### src/rtl/z80_uart_tx_pkg.sv
// Shared types for the Z80 UART transmitter: serialiser states and status-byte bit positions.
package z80_uart_tx_pkg;

    typedef enum logic [1:0] {
        ST_IDLE  = 2'd0,
        ST_START = 2'd1,
        ST_DATA  = 2'd2,
        ST_STOP  = 2'd3
    } tx_state_e;

    localparam int STAT_FULL  = 0;
    localparam int STAT_EMPTY = 1;
    localparam int STAT_BUSY  = 2;

endpackage

### src/rtl/z80_uart_tx_fifo.sv
// Small synchronous byte FIFO; pointers carry one extra wrap bit so full and empty are distinguishable.
module z80_uart_tx_fifo #(
    parameter int FIFO_AW = 4
) (
    input  logic       clk,
    input  logic       reset_n,
    input  logic       push,
    input  logic [7:0] wdata,
    input  logic       pop,
    output logic [7:0] rdata,
    output logic       full,
    output logic       empty
);

    logic [7:0]       mem_q [2**FIFO_AW];
    logic [FIFO_AW:0] wp_q;
    logic [FIFO_AW:0] rp_q;
    logic             push_ok;
    logic             pop_ok;

    assign empty   = (wp_q == rp_q);
    assign full    = (wp_q[FIFO_AW] != rp_q[FIFO_AW]) &&
                     (wp_q[FIFO_AW-1:0] == rp_q[FIFO_AW-1:0]);
    // Both qualifiers use the pre-edge flags: a push into a full FIFO is lost even if a pop frees a slot.
    assign push_ok = push && !full;
    assign pop_ok  = pop && !empty;
    assign rdata   = mem_q[rp_q[FIFO_AW-1:0]];

    always_ff @(posedge clk) begin
        if (push_ok) begin
            mem_q[wp_q[FIFO_AW-1:0]] <= wdata;
        end
    end

    always_ff @(posedge clk or negedge reset_n) begin
        if (!reset_n) begin
            wp_q <= '0;
            rp_q <= '0;
        end else begin
            if (push_ok) wp_q <= wp_q + 1'b1;
            if (pop_ok)  rp_q <= rp_q + 1'b1;
        end
    end

endmodule

### src/rtl/z80_uart_tx.sv
// Z80 I/O-mapped 8N1 UART transmitter: OUT to the data port queues a byte, IN from the status port polls it.
module z80_uart_tx
    import z80_uart_tx_pkg::*;
#(
    parameter int         CLK_DIV = 234,
    parameter int         FIFO_AW = 4,
    parameter logic [7:0] IO_BASE = 8'h10
) (
    input  logic       clk,
    input  logic       reset_n,
    input  logic       bus_io_req,
    input  logic       bus_write,
    input  logic [7:0] bus_address,
    input  logic [7:0] bus_wdata,
    output logic [7:0] bus_rdata,
    output logic       bus_rdata_en,
    output logic       uart_tx
);

    localparam int CW = (CLK_DIV > 1) ? $clog2(CLK_DIV) : 1;
    localparam logic [CW-1:0] DIV_LAST = CW'(CLK_DIV - 1);

    tx_state_e     state_q, state_d;
    logic [CW-1:0] baud_q, baud_d;
    logic [2:0]    bit_q, bit_d;
    logic [7:0]    shift_q, shift_d;
    logic          tx_q, tx_d;
    logic [7:0]    rdata_q, rdata_d;
    logic          rdata_en_q;

    logic          hit;
    logic          wr_data;
    logic          rd_stat;
    logic          fifo_pop;
    logic [7:0]    fifo_rdata;
    logic          fifo_full;
    logic          fifo_empty;
    logic          baud_done;
    logic [7:0]    status;

    assign hit     = bus_io_req && (bus_address[7:1] == IO_BASE[7:1]);
    assign wr_data = hit && bus_write && !bus_address[0];
    assign rd_stat = hit && !bus_write && bus_address[0];

    z80_uart_tx_fifo #(
        .FIFO_AW (FIFO_AW)
    ) u_fifo (
        .clk     (clk),
        .reset_n (reset_n),
        .push    (wr_data),
        .wdata   (bus_wdata),
        .pop     (fifo_pop),
        .rdata   (fifo_rdata),
        .full    (fifo_full),
        .empty   (fifo_empty)
    );

    always_comb begin
        status             = '0;
        status[STAT_FULL]  = fifo_full;
        status[STAT_EMPTY] = fifo_empty;
        status[STAT_BUSY]  = (state_q != ST_IDLE);
        rdata_d            = rd_stat ? status : 8'h00;
    end

    assign baud_done = (baud_q == DIV_LAST);

    always_comb begin
        state_d  = state_q;
        baud_d   = baud_q;
        bit_d    = bit_q;
        shift_d  = shift_q;
        fifo_pop = 1'b0;
        case (state_q)
            ST_IDLE: begin
                if (!fifo_empty) begin
                    fifo_pop = 1'b1;
                    shift_d  = fifo_rdata;
                    bit_d    = 3'd0;
                    baud_d   = '0;
                    state_d  = ST_START;
                end
            end
            ST_START: begin
                if (baud_done) begin
                    baud_d  = '0;
                    state_d = ST_DATA;
                end else begin
                    baud_d = baud_q + CW'(1);
                end
            end
            ST_DATA: begin
                if (baud_done) begin
                    baud_d  = '0;
                    shift_d = {1'b0, shift_q[7:1]};
                    bit_d   = bit_q + 3'd1;
                    if (bit_q == 3'd7) state_d = ST_STOP;
                end else begin
                    baud_d = baud_q + CW'(1);
                end
            end
            ST_STOP: begin
                if (baud_done) begin
                    baud_d  = '0;
                    state_d = ST_IDLE;
                end else begin
                    baud_d = baud_q + CW'(1);
                end
            end
            default: state_d = ST_IDLE;
        endcase
    end

    // The line level is registered from the current state, so it trails the FSM by one clock.
    always_comb begin
        tx_d = 1'b1;
        if (state_q == ST_START)     tx_d = 1'b0;
        else if (state_q == ST_DATA) tx_d = shift_q[0];
    end

    always_ff @(posedge clk or negedge reset_n) begin
        if (!reset_n) begin
            state_q    <= ST_IDLE;
            baud_q     <= '0;
            bit_q      <= 3'd0;
            shift_q    <= 8'h00;
            tx_q       <= 1'b1;
            rdata_q    <= 8'h00;
            rdata_en_q <= 1'b0;
        end else begin
            state_q    <= state_d;
            baud_q     <= baud_d;
            bit_q      <= bit_d;
            shift_q    <= shift_d;
            tx_q       <= tx_d;
            rdata_q    <= rdata_d;
            rdata_en_q <= rd_stat;
        end
    end

    assign uart_tx      = tx_q;
    assign bus_rdata    = rdata_q;
    assign bus_rdata_en = rdata_en_q;

endmodule
### config.mk
export PLATFORM = sky130hd
export DESIGN_NAME = z80_uart_tx
export DESIGN_NICKNAME = d
export VERILOG_FILES = /design/src/rtl/z80_uart_tx_pkg.sv /design/src/rtl/z80_uart_tx_fifo.sv /design/src/rtl/z80_uart_tx.sv
export SDC_FILE = /design/constraint.sdc
export NUM_CORES = 1
export LEC_CHECK = 0
export ABC_AREA = 1
export CAP_MARGIN = 20
export CELL_PAD_IN_SITES_DETAIL_PLACEMENT = 0
export CELL_PAD_IN_SITES_GLOBAL_PLACEMENT = 1
export CORE_MARGIN = 4
export CORE_UTILIZATION = 43
export DETAILED_ROUTE_END_ITERATION = 16
export GPL_TIMING_DRIVEN = 0
export PLACE_DENSITY = 0.8
export SLEW_MARGIN = 15
export SYNTH_ARGS = -nofsm -noshare
export SYNTH_HDL_FRONTEND = slang
export SYNTH_SLANG_ARGS = --single-unit
### constraint.sdc
create_clock -name clk -period 1.9 [get_ports clk]
set_clock_uncertainty 0.1 [all_clocks]
set_input_delay 0.57 -clock clk [delete_from_list [all_inputs] [get_ports clk]]
set_output_delay 0.57 -clock clk [all_outputs]
set_load 0.03 [all_outputs]
==> results of run 1 <==
registers in the layout (all words and copies together) (netlist names):
name          flops
bus_rdata_en      1
bit_q             3
baud_q            8
shift_q           8
u_fifo.rp_q       5
u_fifo.wp_q       5
state_q           2
uart_tx           1
bus_rdata         3
u_fifo.mem_q    128
area by class of cell:
class                      instances  area (sq um)
buffer                            30           200
clock buffer                      19           433
clock inverter                    12           155
fill                            1376          7530
inverter                          35           160
multi-input combinational        482          2480
sequential                       164          4750
tap                              220           275
timing repair buffer              58           534
layer usage:
layer  GRT usage, %  wire [um]  part of all wire [%]  up-vias
met5              0          0                     0        -
met4           7.76        410                   2.4        0
met3           3.83        928                   5.4       35
met2           31.0       8460                    49      172
met1           25.8       7490                    43     2453
li1               -          -                     -     2521
placed cells by master, fill, tap and decap left out, drive strengths merged, types with 2 or more instances in the layout:
master	synthesis	final
o21ai	53	53
clkdlybuf4s15	0	3
xnor2	4	4
dlygate4sd2	0	8
edfxtp	128	128
nor2	129	129
clkinvlp	0	2
conb	1	5
nand3	64	64
inv	34	34
nand2	189	189
buf	19	55
a21oi	9	9
ha	14	14
bufinv	0	3
nor3	5	5
clkinv	1	8
dfrtp	35	35
xor2	5	5
nand4	2	2
clkbuf	13	30
clkdlybuf4s50	0	9
cells by family after synthesis:
family,after synthesis,share of synthesized area (%)
AOI/OAI and AO/OA,63,4.39
xor gates and xnor gates,9,1.09
adders and majority gates,14,2.43
buffers and inverters,67,4.13
DFF,164,65.8
other,1,0.0520
and+or+nand+nor,391,22.1
final timing paths:
kind	from	endpoint	cells past startpoint
min reg2reg	bit_q[2]$_DFFE_PN0P_	bit_q[2]$_DFFE_PN0P_	2
min in group asynchronous	reset_n	baud_q[2]$_DFFE_PN0P_	2
min	bus_address[0]	bus_rdata_en$_DFF_PN0_	3
max reg2reg	u_fifo.rp_q[0]$_DFFE_PN0P_	u_fifo.mem_q[8][1]$_DFFE_PP_	10
max in group asynchronous	reset_n	u_fifo.rp_q[2]$_DFFE_PN0P_	3
max	u_fifo.rp_q[0]$_DFFE_PN0P_	u_fifo.mem_q[8][1]$_DFFE_PP_	10
synth_stat cells:
cell                       number  area [sq um]
sky130_fd_sc_hd__xnor2_1        4          35.0
sky130_fd_sc_hd__xor2_1         5          43.8
sky130_fd_sc_hd__nand2_4        1          11.3
sky130_fd_sc_hd__nand3b_2       1          11.3
sky130_fd_sc_hd__inv_2          6          22.5
sky130_fd_sc_hd__o22ai_1        1          6.26
sky130_fd_sc_hd__nor3_1         5          25.0
sky130_fd_sc_hd__nand2_1      188           706
sky130_fd_sc_hd__nand4_1        1          6.26
sky130_fd_sc_hd__nor2_2         1          6.26
sky130_fd_sc_hd__buf_4          6          45.0
sky130_fd_sc_hd__nor2_1       127           477
sky130_fd_sc_hd__conb_1         1          3.75
sky130_fd_sc_hd__clkinv_1       1          3.75
sky130_fd_sc_hd__dfstp_2        1          26.3
sky130_fd_sc_hd__nand3_1       64           320
sky130_fd_sc_hd__ha_1          14           175
sky130_fd_sc_hd__buf_1          2          7.51
sky130_fd_sc_hd__nand4_2        1          12.5
sky130_fd_sc_hd__edfxtp_1     128          3840
sky130_fd_sc_hd__buf_8          1          15.0
sky130_fd_sc_hd__buf_2         10          50.1
sky130_fd_sc_hd__nor3b_1        1          7.51
sky130_fd_sc_hd__dfrtp_1       35           876
sky130_fd_sc_hd__nor2_4         1          11.3
sky130_fd_sc_hd__o21ai_1        8          40.0
sky130_fd_sc_hd__o21ai_0       45           225
sky130_fd_sc_hd__a21oi_1        9          45.0
sky130_fd_sc_hd__inv_1         28           105
sky130_fd_sc_hd__clkbuf_1      13          48.8
through the flow:
stage | setup WS (ns) | instance area, sq um | TNS [ns] | instances
CTS | 0.0000224 | 8860 | 0 | 1011
detailed placement | -0.782 | 7930 | -98.84 | 958
global route | -0.0681 | 8990 | -1.30 | 1020
floorplan | -0.00265 | 7390 | -0.0628 | 713
global placement | -0.714 | 7910 | -114.53 | 957
finish | 0.0261 | 8990 | 0 | 1020
report_power, final:
part | internal, mW | switching (mW)
Combinational | 0.0543 | 0.106
Clock | 2.06 | 1.38
Sequential | 3.88 | 0.00391
Total | 5.99 | 1.49
repair_timing:
| action | CTS | global route |
|---|---|---|
| pin swaps | 25 | 26 |
| cloned | 1 | 0 |
| resized for setup | 66 | 45 |
| setup buffers | 21 | 12 |
| endpoints found under the setup margin | 141 | 138 |
| hold buffers | 1 | 0 |
| hold endpoints to repair | 7 | 0 |
worst max-delay path, cell delays in order, from the launching register on:
cell and delay (ns):
sky130_fd_sc_hd__dfrtp_2 0.44, sky130_fd_sc_hd__buf_6 0.15, sky130_fd_sc_hd__nand2_2 0.07, sky130_fd_sc_hd__nand2_2 0.07
sky130_fd_sc_hd__nor2_4 0.14, sky130_fd_sc_hd__nand3b_4 0.12, sky130_fd_sc_hd__nand2_4 0.12, sky130_fd_sc_hd__clkinv_8 0.10
sky130_fd_sc_hd__nand2_8 0.13, sky130_fd_sc_hd__nor2_4 0.05, sky130_fd_sc_hd__buf_12 0.15
==> results, run 1 <==
- The initial antenna violation count is 0.
- Global routing finished with a remaining overflow of 0.
- The final layout contains between 800 and 900 nets.
- The final hold slack is approximately 0.36 ns.
- The synthesized flop and latch total is between 150 and 200.
- The number of H-tree levels is 4.
- The average cell area after synthesis is 10.2 sq um.
- The clock transition at the register clock pins on the worst setup and hold paths after CTS is 0.06 ns.
- For this run, the total global-route usage over all layers was measured as 19.3%.
- The endpoint type of the worst setup path is a flop.
- For this design the static power due to leakage is about 3.6 nW.
- For this run, the share of the core covered by cells in the final layout is between 50% and 60%.
- The initial standard-cell utilization of the core is between 40% and 50%.
- The flow ran to the end, and the final reports show no timing, DRC or antenna violations.
- The total power density per cell area is 832 nW/um^2.
- The max-cap check violation count is 0.
- In this run the tightest slew margin relative to its limit is between 40% and 50%.
- The via density per instance is 5.08.
- The DRC violation total after the first TritonRoute iteration is 380.
- The maximum fanout along the worst path is 8.
- The total clock buffers created by CTS is 17.
- Synthesis produced a netlist whose cell count is 709.
- The cell area after synthesis is 7210 sq um.
- The maximum VDD drop is ~530 uV.
- At the pin with the least slew margin, the transition time is a little over 0.8 ns.
- 30 I/O pins were placed.
- The required time reported for the critical path endpoint is slightly below 2 ns.
- The chip width is roughly 140 um.
- The tree is rooted in a sky130_fd_sc_hd__clkbuf_16.
- The first global-routing pass estimated around 27000 um of wire.
- The floorplan step set the die height to between 100 and 150 um.
- Derived from the worst setup path, the maximum achievable clock frequency is between 500 and 600 MHz.
- The core footprint is between 15000 and 20000 sq um.
- The first-pass iteration count of the detailed router is 5.
- For this run, design rule violations remaining after detail routing come to 0.
- The final-report hold violation count was 0.
- Setup repair after global routing could not meet its margin everywhere.
- Once detail routing completed, the nets flagged for antenna violations numbered 0.
- Counting along the longest clock path gives a buffer depth of 2.
- The class of the tightest hold or removal check is input port to flop.
- The final weighted congestion of routability-driven global placement is between 0.8 and 0.9.
- In the final routed layout, each cell accounts on average for ~17 um.
- For this run, the number of Yosys warnings is 0.
- The maximum number of pins on one net before global-route repair is 20.
- The number of core rows is 47.
- The HPWL after detailed placement is approximately 12000 um.
- The relative area change from synthesis to final layout is 24.7%.
- The tree built by TritonCTS fans out to 164 sinks.
- The routed layout has about 5200 vias.
- The via count of the first global-routing pass is about 5000.
- The minimum clock period is 1.87 ns.
- Setup violations remaining at the end of the flow were counted as 0.
- Sequential cells were found to cover about two thirds of the synthesized design area.
- The repair_antennas step left the layout with diodes totalling 0.
- The arrival time at the worst endpoint is about 2.0 ns.
- The total detailed-routing wirelength is about 17000 um.
- In the finished design, the share of the clock period the worst path needs comes to between 90% and 100%.
- TritonCTS built the clock tree.
- The number of pins with negative max-slew slack in the final report was 0.
- The number of library cell types mapped by synthesis is 30.
- The worst register-to-register path has a setup slack of ~0.026 ns.
- The critical path is of the flop to flop type.
- The launching element type of the critical path is a flop.
- The die outline area is between 15000 and 20000 sq um.
- The count of buffers from port buffering is 24.
- In the final layout, the share of cells above drive strength 1 is 19.6%.
- The post-layout total power is about 7.5 mW.
- The clock insertion delay at the later pin of the skew report is approximately 0.43 ns.
Power figures use the tool's default switching activity.
==> run 2: changes to the inputs <==
--- a/config.mk
+++ b/config.mk
@@ -14,6 +14,7 @@
 export DETAILED_ROUTE_END_ITERATION = 16
 export GPL_TIMING_DRIVEN = 0
 export PLACE_DENSITY = 0.8
+export RECOVER_POWER = 100
 export SLEW_MARGIN = 15
 export SYNTH_ARGS = -nofsm -noshare
 export SYNTH_HDL_FRONTEND = slang
==> run 2 against run 1 <==
Net effect: routed wire length hardly changed; power is 0.12% lower; clock power hardly changed; count of clock-buffer cells in the layout stayed put; global-route usage stayed put; via count hardly changed; critical endpoint unchanged.
==> results, run 2 (same netlist as run 1, synthesis figures left out) <==
- The flow ran to the end, and the final reports show no timing, DRC or antenna violations.
- The launching element type of the critical path is a flop.
- The final setup violation count is 0.
- The count of buffers from port buffering is 24.
- After routing, the total negative slack on setup checks comes to 0 ns.
- TritonCTS built the clock tree.
- Clock-pin slew was measured on the worst setup and hold paths at around 0.060 ns.
- Global routing used 3.83% of the available met3 tracks.
- The worst-case setup slack after placement is -0.782 ns.
- The worst setup path is captured at a flop.
- The detailed-route via count is about 5200.
- At the end of routability-driven placement, the weighted congestion stood at around 0.85.
- The post-route clock period utilization is between 90 and 100%.
- The post-route DRC violation count is 0.
- The die outline height is ~140 um.
- The category of the most critical setup path is flop to flop.
- The HPWL after detailed placement is ~12000 um.
- In the layout the commonest cells are sky130_fd_sc_hd__nand2_1 (174), sky130_fd_sc_hd__edfxtp_1 (128), sky130_fd_sc_hd__nor2_1 (108).
- The core footprint is around 17000 sq um.
- The worst pin sits at a relative slew slack of 43.3%.
- The tree is rooted in a sky130_fd_sc_hd__clkbuf_16.
- The post-route netlist has approximately a fifth of its cells at a drive strength greater than 1.
- After the first detailed-routing iteration, the DRC count stood at 373.
- The required time reported for the critical path endpoint is about 2.0 ns.
- Entering global routing, the biggest net connects 20 pins.
- The filler cells instantiated in the layout total between 1000 and 1500.
- The residual overflow from global routing is 0.
- The chip width is between 100 and 150 um.
- The die outline area is 18900 sq um.
- The total power density per cell area is ~830 nW/um^2.
- For this run, the post-layout net count is 822.
- The register with the most flip-flops in the layout has approximately 130 of them.
- Using the TritonRoute via totals, the vias-per-cell ratio works out to between 5 and 6.
- IR analysis of the VDD net gives a maximum drop of 535 uV.
- The class of the tightest hold or removal check is input port to flop.
- The global routing's busiest layer is met2.
- The clock passes through at most 2 buffers.
- The floorplan has between 40 and 50 rows.
- The analysis attributes to cell leakage a power of approximately 3.6 nW.
- The first global-routing pass estimated 27000 um of wire.
- The max-cap check violation count is 0.
- At the pin with the least slew margin, the transition time is between 0.8 and 0.9 ns.
- The count of nets left with antenna violations once routing finished came out at 0.
- The highest attainable clock frequency is approximately 530 MHz.
- The relative area change from synthesis to final layout is 24.4%.
- The library cell used most frequently in the layout, excluding fill and tap cells, is sky130_fd_sc_hd__nand2_1.
- For this block, the routed nets add up to between 15000 and 20000 um of wire.
- The number of antenna diodes is 0.
- The number of pins with negative max-slew slack in the final report came to 0.
- The initial antenna violation count is 0.
- The via count of the first global-routing pass was 5049.
- The total routing usage reported by global routing is approximately a fifth.
- The H-tree was split into 4 levels.
- The number of sinks handled by clock tree synthesis is between 150 and 200.
- The final-report hold violation count is 0.
- The first-pass iteration count of the detailed router is 5.
- The met1 layer usage reported by global route is 25.8%.
- Summing all non-filler instances in the final layout gives an area of around 9000 sq um.
- The arrival time at the worst endpoint is just under 2 ns.
- After detailed placement, the total cell area comes to between 7000 and 8000 sq um.
- Total power for the finished layout comes to 7.47 mW.
- The clock reaches the later pin of the worst-skew pair after about 0.43 ns.
- Setup repair after global routing could not meet its margin everywhere.
- The total clock buffers created by CTS is 17.
- Along the worst path, the maximum fanout reaches 8.
- The number of top-level design ports is 30.
- The minimum setup slack in the final design is about 0.026 ns.
- The average wire per standard cell is approximately 17 um.
- The initial standard-cell utilization of the core is between 40% and 50%.
- After layout, the minimum clock period comes to ~1.9 ns.
- The met2 routing resource usage after global routing is roughly 31%.
==> run 2: report_power, final <==
| group | switching, mW | internal, mW |
|---|---|---|
| clock | 1.38 | 2.06 |
| sequential | 0.00391 | 3.87 |
| combinational | 0.106 | 0.0459 |
| total | 1.49 | 5.98 |
==> run 2: final cells by class <==
class | instances | area [sq um] | area share [%]
buffer | 30 | 200 | 2.23
sequential | 164 | 4750 | 53.0
clock buffer | 19 | 433 | 4.83
multi-input combinational | 482 | 2480 | 27.7
inverter | 35 | 160 | 1.79
timing repair buffer | 58 | 512 | 5.71
tap | 220 | 275 | 3.07
clock inverter | 12 | 155 | 1.73
==> run 2: critical path, stage by stage, from the launching register on <==
cell and delay (ns):
sky130_fd_sc_hd__dfrtp_2 0.44, sky130_fd_sc_hd__buf_6 0.15, sky130_fd_sc_hd__nand2_2 0.07, sky130_fd_sc_hd__nand2_2 0.07, sky130_fd_sc_hd__nor2_4 0.14, sky130_fd_sc_hd__nand3b_4 0.12
sky130_fd_sc_hd__nand2_4 0.12, sky130_fd_sc_hd__clkinv_8 0.10, sky130_fd_sc_hd__nand2_8 0.13, sky130_fd_sc_hd__nor2_4 0.05, sky130_fd_sc_hd__buf_12 0.15
==> run 2: what timing repair did <==
| action | 4_1_cts | 5_1_grt |
|---|---|---|
| endpoints found under the setup margin | 141 | 138 |
| pin swaps | 25 | 26 |
| hold endpoints to repair | 7 | 0 |
| hold buffers | 1 | 0 |
| resized for setup | 66 | 45 |
| setup buffers | 21 | 12 |
| gates cloned | 1 | 0 |
==> run 2: per-layer routing <==
layer	vias up	wire length [um]
li1	2518	-
met1	2448	7410
met2	183	8450
met3	35	1010
met4	0	410
met5	-	0
==> run 2: worst paths after layout <==
path	startpoint	to	slack, ns	depth (start not counted)
worst max-delay path	u_fifo.rp_q[0]$_DFFE_PN0P_	u_fifo.mem_q[8][1]$_DFFE_PP_	0.03	10
worst max register to register	u_fifo.rp_q[0]$_DFFE_PN0P_	u_fifo.mem_q[8][1]$_DFFE_PP_	0.03	10
worst min register to register	bit_q[2]$_DFFE_PN0P_	bit_q[2]$_DFFE_PN0P_	0.38	2
worst min-delay path	bus_address[0]	bus_rdata_en$_DFF_PN0_	0.36	3
max in group asynchronous	reset_n	u_fifo.rp_q[2]$_DFFE_PN0P_	0.28	3
min in group asynchronous	reset_n	baud_q[2]$_DFFE_PN0P_	0.53	2
==> run 2: metrics by stage <==
stage | cells | hold WS, ns | util, %
final | 1020 | 0.361 | 54.3
after global placement | 957 | 0.361 | 47.8
after global routing | 1020 | 0.365 | 54.3
after CTS | 1011 | 0.383 | 53.6
after floorplan | 713 | 0.174 | -
after detailed placement | 958 | 0.366 | 48.0
